==> config.mk <==
export PLATFORM = sky130hd
export DESIGN_NAME = seq_reg
export DESIGN_NICKNAME = d
export VERILOG_FILES = /design/src/rtl/seq_reg.sv
export SDC_FILE = /design/constraint.sdc
export NUM_CORES = 1
export LEC_CHECK = 0
export BUFFER_PORTS_ARGS = -buffer_cell sky130_fd_sc_hd__clkbuf_2
export CAP_MARGIN = 0
export CORE_UTILIZATION = 45
export DETAILED_ROUTE_END_ITERATION = 10
export PLACE_DENSITY = 0.72
export SYNTH_ARGS = -nofsm -noshare
export SYNTH_HDL_FRONTEND = slang
export SYNTH_SLANG_ARGS = --single-unit
==> constraint.sdc <==
create_clock -name CLK -period 4.6 [get_ports CLK]
set_clock_uncertainty 0.2 [all_clocks]
set_input_delay 0.92 -clock CLK [delete_from_list [all_inputs] [get_ports CLK]]
set_output_delay 0.92 -clock CLK [all_outputs]
set_load 0.05 [all_outputs]
==> src/rtl/seq_reg.sv <==
// seq_reg: sequence register for the Genius game datapath.
//
// Stores up to DEPTH colour symbols of SYM_W bits each. The sequence grows
// one symbol per append, and a parallel load can preset it. A read pointer
// lets playback and check logic step through the stored symbols in order.
//
// Optional feature macro: SEQ_REG_LFSR_EN
//   When it is defined, the block adds input APPEND_RND and a 16-bit Fibonacci
//   LFSR (x^16+x^14+x^13+x^11+1, seed 16'hACE1). APPEND_RND appends the
//   symbol 1 << lfsr[1:0]. The default build has no random append.
//
// Ports
//   CLK        clock; all state changes on the rising edge
//   R          asynchronous active-low reset
//   CLR        synchronous clear of sequence, length, pointer and flags
//   LOAD       parallel load of data / load_len (length saturated to DEPTH)
//   data       parallel load image; symbol i at [SYM_W*i +: SYM_W]
//   load_len   length taken on LOAD
//   APPEND     append sym_in at index len
//   sym_in     symbol to append
//   RD_START   rewind read pointer to symbol 0
//   RD_NEXT    advance read pointer
//   q          full stored sequence; unused slots read 0
//   q_sym      symbol at rd_idx while rd_valid, else 0
//   len        number of valid symbols
//   rd_idx     read pointer
//   rd_valid   pointer addresses a valid symbol
//   rd_last    rd_valid and rd_idx == len-1
//   full       len == DEPTH
//   empty      len == 0
//   ovf        sticky: append attempted while full
module seq_reg #(
    parameter int SYM_W = 4,
    parameter int DEPTH = 16,
    parameter int LEN_W = 5
) (
    input  logic                   CLK,
    input  logic                   R,
    input  logic                   CLR,
    input  logic                   LOAD,
    input  logic [SYM_W*DEPTH-1:0] data,
    input  logic [LEN_W-1:0]       load_len,
    input  logic                   APPEND,
    input  logic [SYM_W-1:0]       sym_in,
`ifdef SEQ_REG_LFSR_EN
    input  logic                   APPEND_RND,
`endif
    input  logic                   RD_START,
    input  logic                   RD_NEXT,
    output logic [SYM_W*DEPTH-1:0] q,
    output logic [SYM_W-1:0]       q_sym,
    output logic [LEN_W-1:0]       len,
    output logic [LEN_W-1:0]       rd_idx,
    output logic                   rd_valid,
    output logic                   rd_last,
    output logic                   full,
    output logic                   empty,
    output logic                   ovf
);

    localparam logic [LEN_W-1:0] DEPTH_L = LEN_W'(DEPTH);

    logic [SYM_W*DEPTH-1:0] q_r;
    logic [LEN_W-1:0]       len_r;
    logic [LEN_W-1:0]       rd_idx_r;
    logic                   rd_valid_r;
    logic                   ovf_r;

    logic                   full_w;
    logic                   rd_last_w;
    logic [LEN_W-1:0]       eff_load_len;
    logic                   append_req;
    logic [SYM_W-1:0]       append_sym;

`ifdef SEQ_REG_LFSR_EN
    logic [15:0]            lfsr_r;
    logic [SYM_W-1:0]       rnd_sym;

    always_ff @(posedge CLK or negedge R) begin
        if (!R) begin
            lfsr_r <= 16'hACE1;
        end else begin
            lfsr_r <= {lfsr_r[0] ^ lfsr_r[2] ^ lfsr_r[3] ^ lfsr_r[5], lfsr_r[15:1]};
        end
    end

    assign rnd_sym    = SYM_W'(1) << lfsr_r[1:0];
    // External append has priority over the random one.
    assign append_req = APPEND | APPEND_RND;
    assign append_sym = APPEND ? sym_in : rnd_sym;
`else
    assign append_req = APPEND;
    assign append_sym = sym_in;
`endif

    assign full_w       = (len_r == DEPTH_L);
    // rd_last uses the registered (pre-append) length, so a symbol appended in
    // the same cycle is not reached in the current playback pass.
    assign rd_last_w    = rd_valid_r && (rd_idx_r == (len_r - LEN_W'(1)));
    assign eff_load_len = (load_len > DEPTH_L) ? DEPTH_L : load_len;

    always_ff @(posedge CLK or negedge R) begin
        if (!R) begin
            q_r        <= '0;
            len_r      <= '0;
            rd_idx_r   <= '0;
            rd_valid_r <= 1'b0;
            ovf_r      <= 1'b0;
        end else if (CLR) begin
            q_r        <= '0;
            len_r      <= '0;
            rd_idx_r   <= '0;
            rd_valid_r <= 1'b0;
            ovf_r      <= 1'b0;
        end else if (LOAD) begin
            // Slots beyond the loaded length are zeroed so q never shows stale data.
            for (int i = 0; i < DEPTH; i++) begin
                if (LEN_W'(i) < eff_load_len) begin
                    q_r[SYM_W*i +: SYM_W] <= data[SYM_W*i +: SYM_W];
                end else begin
                    q_r[SYM_W*i +: SYM_W] <= '0;
                end
            end
            len_r      <= eff_load_len;
            rd_idx_r   <= '0;
            rd_valid_r <= 1'b0;
            ovf_r      <= 1'b0;
        end else begin
            if (append_req) begin
                if (!full_w) begin
                    for (int i = 0; i < DEPTH; i++) begin
                        if (len_r == LEN_W'(i)) begin
                            q_r[SYM_W*i +: SYM_W] <= append_sym;
                        end
                    end
                    len_r <= len_r + LEN_W'(1);
                end else begin
                    ovf_r <= 1'b1;
                end
            end

            if (RD_START) begin
                rd_idx_r   <= '0;
                rd_valid_r <= (len_r != '0);
            end else if (RD_NEXT && rd_valid_r) begin
                if (rd_last_w) begin
                    rd_valid_r <= 1'b0;
                end else begin
                    rd_idx_r <= rd_idx_r + LEN_W'(1);
                end
            end
        end
    end

    always_comb begin
        q_sym = '0;
        for (int i = 0; i < DEPTH; i++) begin
            if (rd_valid_r && (rd_idx_r == LEN_W'(i))) begin
                q_sym = q_r[SYM_W*i +: SYM_W];
            end
        end
    end

    assign q        = q_r;
    assign len      = len_r;
    assign rd_idx   = rd_idx_r;
    assign rd_valid = rd_valid_r;
    assign rd_last  = rd_last_w;
    assign full     = full_w;
    assign empty    = (len_r == '0);
    assign ovf      = ovf_r;

endmodule

Yosys cells after proc, flatten, opt, wreduce, memory -nomap -nowiden
Cells that the tools add are included.

$add $sub $neg: 3. Multiplexer cells: 71. Reduce and logical (&&, ||, !) cells: 61. Magnitude comparators: 17. Equality and inequality tests: 34.

Operators by type and width (count): 64-bit two-way mux (4); 4-bit two-way mux (48); 5-bit by 4-bit == test with 1-bit output, second input constant (16); 3-bit nonzero test (18); 5-bit two-way mux (10); 3-bit AND reduction (16); 5-bit by 3-bit == test with 1-bit output, second input constant (8); 4-bit by 5-bit < comparator with 1-bit output, first input constant (8); 5-bit by 2-bit == test with 1-bit output, second input constant (4); 3-bit by 5-bit < comparator with 1-bit output, first input constant (4); 1-bit logical AND (18); 5-bit by 1-bit adder with 5-bit output, second input constant (2); 5-bit by 1-bit == test with 1-bit output, second input constant (2); 5-bit zero test (2); 1-bit by 5-bit < comparator with 1-bit output, first input constant (2); 2-bit by 5-bit < comparator with 1-bit output, first input constant (2); 1-bit two-way mux (9); 2-bit AND reduction (4); 4-bit nonzero test (2); 5-bit == test (1); 5-bit == test, second input constant (1); 5-bit > comparator, second input constant (1); 5-bit nonzero test (1); 5-bit by 1-bit subtractor with 5-bit output, second input constant (1); other kinds (2) (2).

Bits in registers: 76. Input bits: 80. Output and inout port bits: 83. Word-level logic and storage cells: 206.

Longest topological paths before layout
Gate-level depths: netlist of the first run.

Word-level depth: 18. Mapped depth: 10. Gate-level depth less buffers: 8.

Worst setup path before layout of the first run
OpenSTA, ideal clock, no wires.

Path type: register -> output. From: register rd_idx_r[0], in the netlist rd_idx[0]. To: output q_sym[1]. Cell stages (with the launch flop): 9. Data arrival time: 3.015 ns. Setup slack: 0.465 ns. Buffers on the path: 1. Required time: 3.480 ns. Path through: dfrtp_1 -> ha_1 -> clkbuf_1 -> and3_1 -> ha_1 -> nor4b_2 -> a32o_1 -> nor2_1 -> a21oi_1.

Longest elaborated chain between the ends: 18. Elaborated cells between the ends (all ways): 48. Classes of those cells: eq/ne: 15; mux: 16; reduce/logical: 17.

RTL lines: start, declared (RTL line 65) `logic [LEN_W-1:0] rd_idx_r;`; start signal, assigned (RTL line 149) `rd_idx_r <= rd_idx_r + LEN_W'(1);`; 5-bit zero test (RTL line 158) `if (rd_valid_r && (rd_idx_r == LEN_W'(i))) begin`; 1-bit logical AND (RTL line 158); 4-bit two-way mux (15 in series) (RTL line 158); 4-bit two-way mux (*) (RTL line 158); end, declared (RTL line 51) `output logic [SYM_W-1:0] q_sym,`.

Mark *: on every way between the ends. The rest lies on a longest branch, timed or not.

Worst setup path in the final report of the first run
From: register rd_idx_r[1], in the netlist rd_idx[1]. To: output q_sym[3].

The elaborated chain is that of the path after synthesis.

==> impl_metrics.tcl, run 1 <==
set metrics [dict create \
    status "completed" \
    period_share 0.914 \
    setup_viol 0 \
    cap_violations 0 \
    p_leak_nw 3.16 \
    cts.sinks 76 \
    drc 0 \
    clock_path_buffers 2 \
    syn_inst 575 \
    cts_setup_buffers 0 \
    grt-ovfl-total 0 \
    drive_gt1_frac 0.288 \
    place.gp.congestion 0.916 \
    drt-total-wl_mm 18.8 \
    yosys_warnings 0 \
    grt_max_degree 77 \
    avgSynthCellArea_sq_um 8.91 \
    cts_resized 0 \
    root_buffer "clkbuf_16" \
    grt_pass1_vias 5106 \
    wl_met3_mm 1.75 \
    ys_top_cells_by_area "dfrtp_1 37%, a21o_1 6.7%, a211oi_1 6.0%" \
    wl_met1_mm 7.95 \
    crit_type "reg -> out" \
    final_area_sq_um 6320 \
    dp_cells 852 \
    r2r_setup_slack_ns 2.05 \
    dp_hpwl_mm 14.0 \
    grt_usage 0.327 \
    path_clk_slew_ns 0.06 \
    synth_edf_count 0 \
    avgViaCountPerCell 6.22 \
    ys_types 80 \
    maxSlewViolCount 0 \
    htreeDepth 3 \
    cts_buffers 9 \
    die_w_um 109 \
    path_max_fanout 11 \
    instances_no_fill 868 \
    worst_ep_arrival_time_ns 3.09 \
    syn_nets 666 \
    max_freq_mhz 238 \
    fin_crit_ns 4.21 \
    rsz0062_at_grt "false" \
    hold_path_class "reg -> reg" \
    ys_ff_latch 76 \
    avgRoutedWirePerCell_um 21.7 \
    crit_path_start_kind "flop" \
    wl_met2_mm 8.53 \
    num_vias 5403 \
    die_height_um 109 \
    worstSetupStartpoint "rd_idx[1]" \
    yosysTopAreaCell "dfrtp_1" \
    power_density_nw_per_um2 333 \
    highest_layer "met4" \
    relSlewSlack 0.326 \
    rows 38 \
    min-delay-start "ovf" \
    antenna_found_initial 0 \
    end_kind "output port" \
    netlist_area_sq_um 5120 \
    synthArstFlopShare 1.00 \
    synth_ff_type "dfrtp_1" \
    r2r-start "len[0]" \
    dpl-instance-area_sq_um 6010 \
    ctsHoldBuffers 0 \
    finalSetupTns_ns 0 \
    firstDrtPassIters 7 \
    num_antenna_cells 0 \
    synth_top_area_share 0.371 \
    core_area_sq_um 11000 \
    ir_drop_v 0.000173 \
    dieArea_sq_um 11800 \
    finalNetCount 814 \
    worst_pin_slew_ns 1.01 \
    insertion_delay_ns 0.34 \
    required_ns 3.48 \
    io_pins 163 \
    postRouteAntennaNets 0 \
    port_buffers 162 \
    seq_area_frac_synth 0.371 \
    start_util 0.466 \
    grt_pass1_wl_mm 28.7 \
    cts_tree "done" \
    hold_violations 0 \
    area_growth_pct 23.3 \
    first_iter_violations 537 \
]
## path summary, 6_finish.rpt
kind                       endpoint  depth (start not counted)
max                        q_sym[3]                          9
min                             ovf                          2
max reg2reg                  len[2]                          8
min reg2reg                     ovf                          2
max in group asynchronous     q[55]                          2
min in group asynchronous      q[2]                          2
## kinds of logic (layout without fill, tap and decap cells)
family | count (synthesis) | in the layout | synth area share
compound gates | 239 | 239 | 0.341
fa+ha+maj | 11 | 11 | 0.0269
simple gates | 187 | 187 | 0.191
flops | 76 | 76 | 0.371
xor+xnor | 11 | 11 | 0.0188
buf+inv | 48 | 201 | 0.0449
mux | 3 | 3 | 0.00586
## flip-flops by register name, indices dropped and copies added (netlist names)
signal	count
len	5
rd_idx	5
ovf	1
rd_valid	1
q	64
## power breakdown
group	internal [mW]	leakage [nW]	switching (mW)
Sequential	0.723	0.992	0.0852
Clock	0.451	0.156	0.301
Combinational	0.146	2.01	0.398
Total	1.32	3.16	0.783
## worst max-delay path, stage by stage, from the launching register on
cell,delay [ns]
dfrtp_1,0.45
inv_1,0.11
ha_1,0.43
nand3b_1,0.20
nor3_1,0.37
a221oi_1,0.14
or3_1,0.33
a21oi_1,0.25
o31a_1,0.19
clkbuf_2,0.28
## routing by layer
metal | GRT usage | vias up
met5 | 0 | -
met1 | 0.448 | 2582
met3 | 0.0580 | 41
met2 | 0.509 | 299
met4 | 0.132 | 0
li1 | - | 2481
## layout make-up
cell class                 count  area, sq um
multi-input combinational    451         2990
inverter                      12         45.0
clock inverter                 5         57.6
timing repair buffer         173          893
clock buffer                  11          253
tap                          140          175
fill                         991         4670
sequential                    76         1900
## cells in the final DEF (no fill, tap or decap), types with 3 or more instances in the layout
cell type / Yosys / layout
o21ai_0: 12 / 12
a211oi_1: 41 / 41
a22oi_1: 3 / 3
o22ai_1: 3 / 3
nand3b_1: 4 / 4
o21ai_1: 3 / 3
buf_4: 5 / 11
nor2b_1: 7 / 7
o21a_1: 3 / 3
nand3_1: 11 / 11
xnor2_1: 9 / 9
a21oi_1: 26 / 26
ha_1: 11 / 11
mux2i_1: 3 / 3
a21boi_0: 24 / 24
o211ai_1: 6 / 6
clkbuf_16: 0 / 9
a31oi_1: 11 / 11
nand2b_1: 6 / 6
a21o_1: 46 / 46
a221oi_1: 4 / 4
nand2_1: 82 / 82
o31ai_1: 26 / 26
o21bai_1: 5 / 5
clkbuf_2: 0 / 161
nor3_1: 15 / 15
nor2_1: 26 / 26
inv_1: 11 / 11
and3_1: 4 / 4
dfrtp_1: 76 / 76
or3_1: 3 / 3
## synth_stat cells, types with 3 or more instances
library cell  count
nor3_1           15
o21a_1            3
o22ai_1           3
a21o_1           46
clkbuf_1         20
ha_1             11
dfrtp_1          76
nand2b_1          6
nor2b_1           7
nand2_1          82
nand3b_1          4
xnor2_1           9
or3_1             3
o21ai_1           3
buf_6             3
nand3_1          11
and3_1            4
a22oi_1           3
o21bai_1          5
nor2_1           26
a21boi_0         24
o21ai_0          12
buf_4             5
o31ai_1          26
mux2i_1           3
buf_2             7
inv_1            11
a211oi_1         41
o211ai_1          6
a21oi_1          26
a221oi_1          4
a31oi_1          11
## stage by stage
step / setup slack, ns / power, mW / hold WS [ns] / util
final: 0.394 / 2.10 / 0.309 / 0.575
after global routing: 0.318 / 2.17 / 0.335 / 0.575
after CTS: 0.491 / 2.10 / 0.312 / 0.575
after detailed placement: 0.866 / 1.36 / 0.297 / 0.547
after global placement: 0.907 / 1.35 / 0.279 / 0.547
after floorplan: 0.465 / 1.16 / 0.424 / -
No activity file was read; power rests on OpenSTA's default activity.
==> run 2, diff against run 1 <==
--- a/config.mk
+++ b/config.mk
@@ -8,6 +8,7 @@
 export BUFFER_PORTS_ARGS = -buffer_cell sky130_fd_sc_hd__clkbuf_2
 export CAP_MARGIN = 0
 export CORE_UTILIZATION = 45
+export CTS_BUF_LIST = sky130_fd_sc_hd__clkbuf_8
 export DETAILED_ROUTE_END_ITERATION = 10
 export PLACE_DENSITY = 0.72
 export SYNTH_ARGS = -nofsm -noshare
==> impl_metrics.tcl, run 2 (synthesized netlist as in run 1, its figures left out) <==
set metrics [dict create \
    grt_pass1_vias 5041 \
    maxSlewViolCount 0 \
    wl_met1_mm 8.22 \
    worstHoldPathCells 2 \
    fin_crit_ns 4.18 \
    cts_tree "done" \
    hold_path_class "reg -> reg" \
    antenna_found_initial 0 \
    avgRoutedWirePerCell_um 21.7 \
    n_fill_cell 1004 \
    firstDrtPassIters 5 \
    finalSetupTns_ns 0 \
    crit_type "reg -> out" \
    grt_pass1_wl_mm 28.6 \
    highest_layer "met4" \
    p_leak_nw 3.11 \
    drt-total-wl_mm 18.9 \
    port_buffers 162 \
    cp_slowest_cell "dfrtp_1" \
    start_util 0.466 \
    clock_path_buffers 2 \
    relSlewSlack 0.328 \
    worstRegToRegCells 8 \
    power_density_nw_per_um2 308 \
    num_vias 5427 \
    hold_violations 0 \
    r2r_setup_slack_ns 2.07 \
    layout_commonest_cell "clkbuf_2" \
    path_max_fanout 11 \
    place.gp.congestion 0.916 \
    path_cells "inv_1, ha_1, nand3b_1, nor3_1, a221oi_1, or3_1, a21oi_1, o31a_1, clkbuf_2" \
    htreeDepth 3 \
    rows 38 \
    worst_ep_arrival_time_ns 3.06 \
    die_height_um 109 \
    ir_drop_v 0.000158 \
    cts_buffers 9 \
    min-delay-start "ovf" \
    die_w_um 109 \
    insertion_delay_ns 0.36 \
    min_delay_worst_endpoint "ovf" \
    grt-ovfl-total 0 \
    status "completed" \
    path_clk_slew_ns 0.09 \
    avgViaCountPerCell 6.25 \
    num_antenna_cells 0 \
    postRouteAntennaNets 0 \
    rsz0062_at_grt "false" \
    worst_pin_slew_ns 1.01 \
    setup_viol 0 \
    cts_resized 0 \
    cts.sinks 76 \
    wl_met2_mm 8.66 \
    r2r_end "len[2]" \
    power.total_mw 1.92 \
    grt_max_degree 77 \
    core_area_sq_um 11000 \
    wl_met3_mm 1.49 \
    crit_path_start_kind "flop" \
    ctsHoldBuffers 0 \
    grt_usage 0.324 \
    finalNetCount 814 \
    layout_common_cells "161 x clkbuf_2, 82 x nand2_1, 76 x dfrtp_1" \
    cts_setup_buffers 0 \
    period_share 0.909 \
    dp_hpwl_mm 14.0 \
    area_growth_pct 21.3 \
    drive_gt1_frac 0.288 \
    max_freq_mhz 239 \
    root_buffer "clkbuf_8" \
    drc 0 \
    io_pins 163 \
    r2r-start "len[0]" \
    slowest_delay_ns 0.46 \
    largest_reg_flops 64 \
    first_iter_violations 500 \
    required_ns 3.48 \
    cap_violations 0 \
    dieArea_sq_um 11800 \
    end_kind "output port" \
]
[run 2: area by class of cell]
class / count / area (sq um) / share of cell area
Inverter: 12 / 45.0 / 0.00725
Clock buffer: 11 / 151 / 0.0244
Timing Repair Buffer: 173 / 893 / 0.144
Sequential cell: 76 / 1900 / 0.306
Clock inverter: 5 / 57.6 / 0.00926
Tap cell: 140 / 175 / 0.0282
Multi-Input combinational cell: 451 / 2990 / 0.481
[run 2: stage by stage]
step	std cells	setup slack [ns]	utilization	hold WS (ns)	cell area [sq um]
after floorplan	575	0.465	-	0.424	5120
after global placement	852	0.907	0.547	0.279	6010
after detailed placement	852	0.866	0.547	0.297	6010
after CTS	868	0.468	0.566	0.317	6210
after global routing	868	0.277	0.566	0.342	6210
final	868	0.421	0.566	0.314	6210
[run 2: metal layers]
metal  GRT usage  vias to the layer above
li1            -                     2470
met5           0                        -
met3      0.0478                       43
met4       0.102                        0
met1       0.456                     2612
met2       0.514                      302
[run 2: worst max path at each step]
stage | end | slack [ns] | start
finish | q_sym[3] | 0.42 | rd_idx[1]
global route | q_sym[3] | 0.28 | rd_idx[0]
CTS | q_sym[3] | 0.47 | rd_idx[1]
detailed placement | q_sym[3] | 0.87 | rd_idx[1]
global placement | q_sym[3] | 0.91 | rd_idx[1]
floorplan | q_sym[1] | 0.47 | rd_idx[0]
[run 2: report_power, final]
| part | switching (mW) | internal [mW] | total [mW] |
|---|---|---|---|
| combinational | 0.397 | 0.146 | 0.543 |
| clock | 0.282 | 0.282 | 0.564 |
| sequential | 0.0858 | 0.722 | 0.808 |
| total | 0.765 | 1.15 | 1.92 |
[run 2: worst max-delay path, delay by kind of cell (launching register included)]
family,cells,cell delay (ns)
and+or+nand+nor,3,0.85
AOI/OAI and AO/OA,3,0.58
buffers and inverters,2,0.39
DFF,1,0.46
adders and majority gates,1,0.43
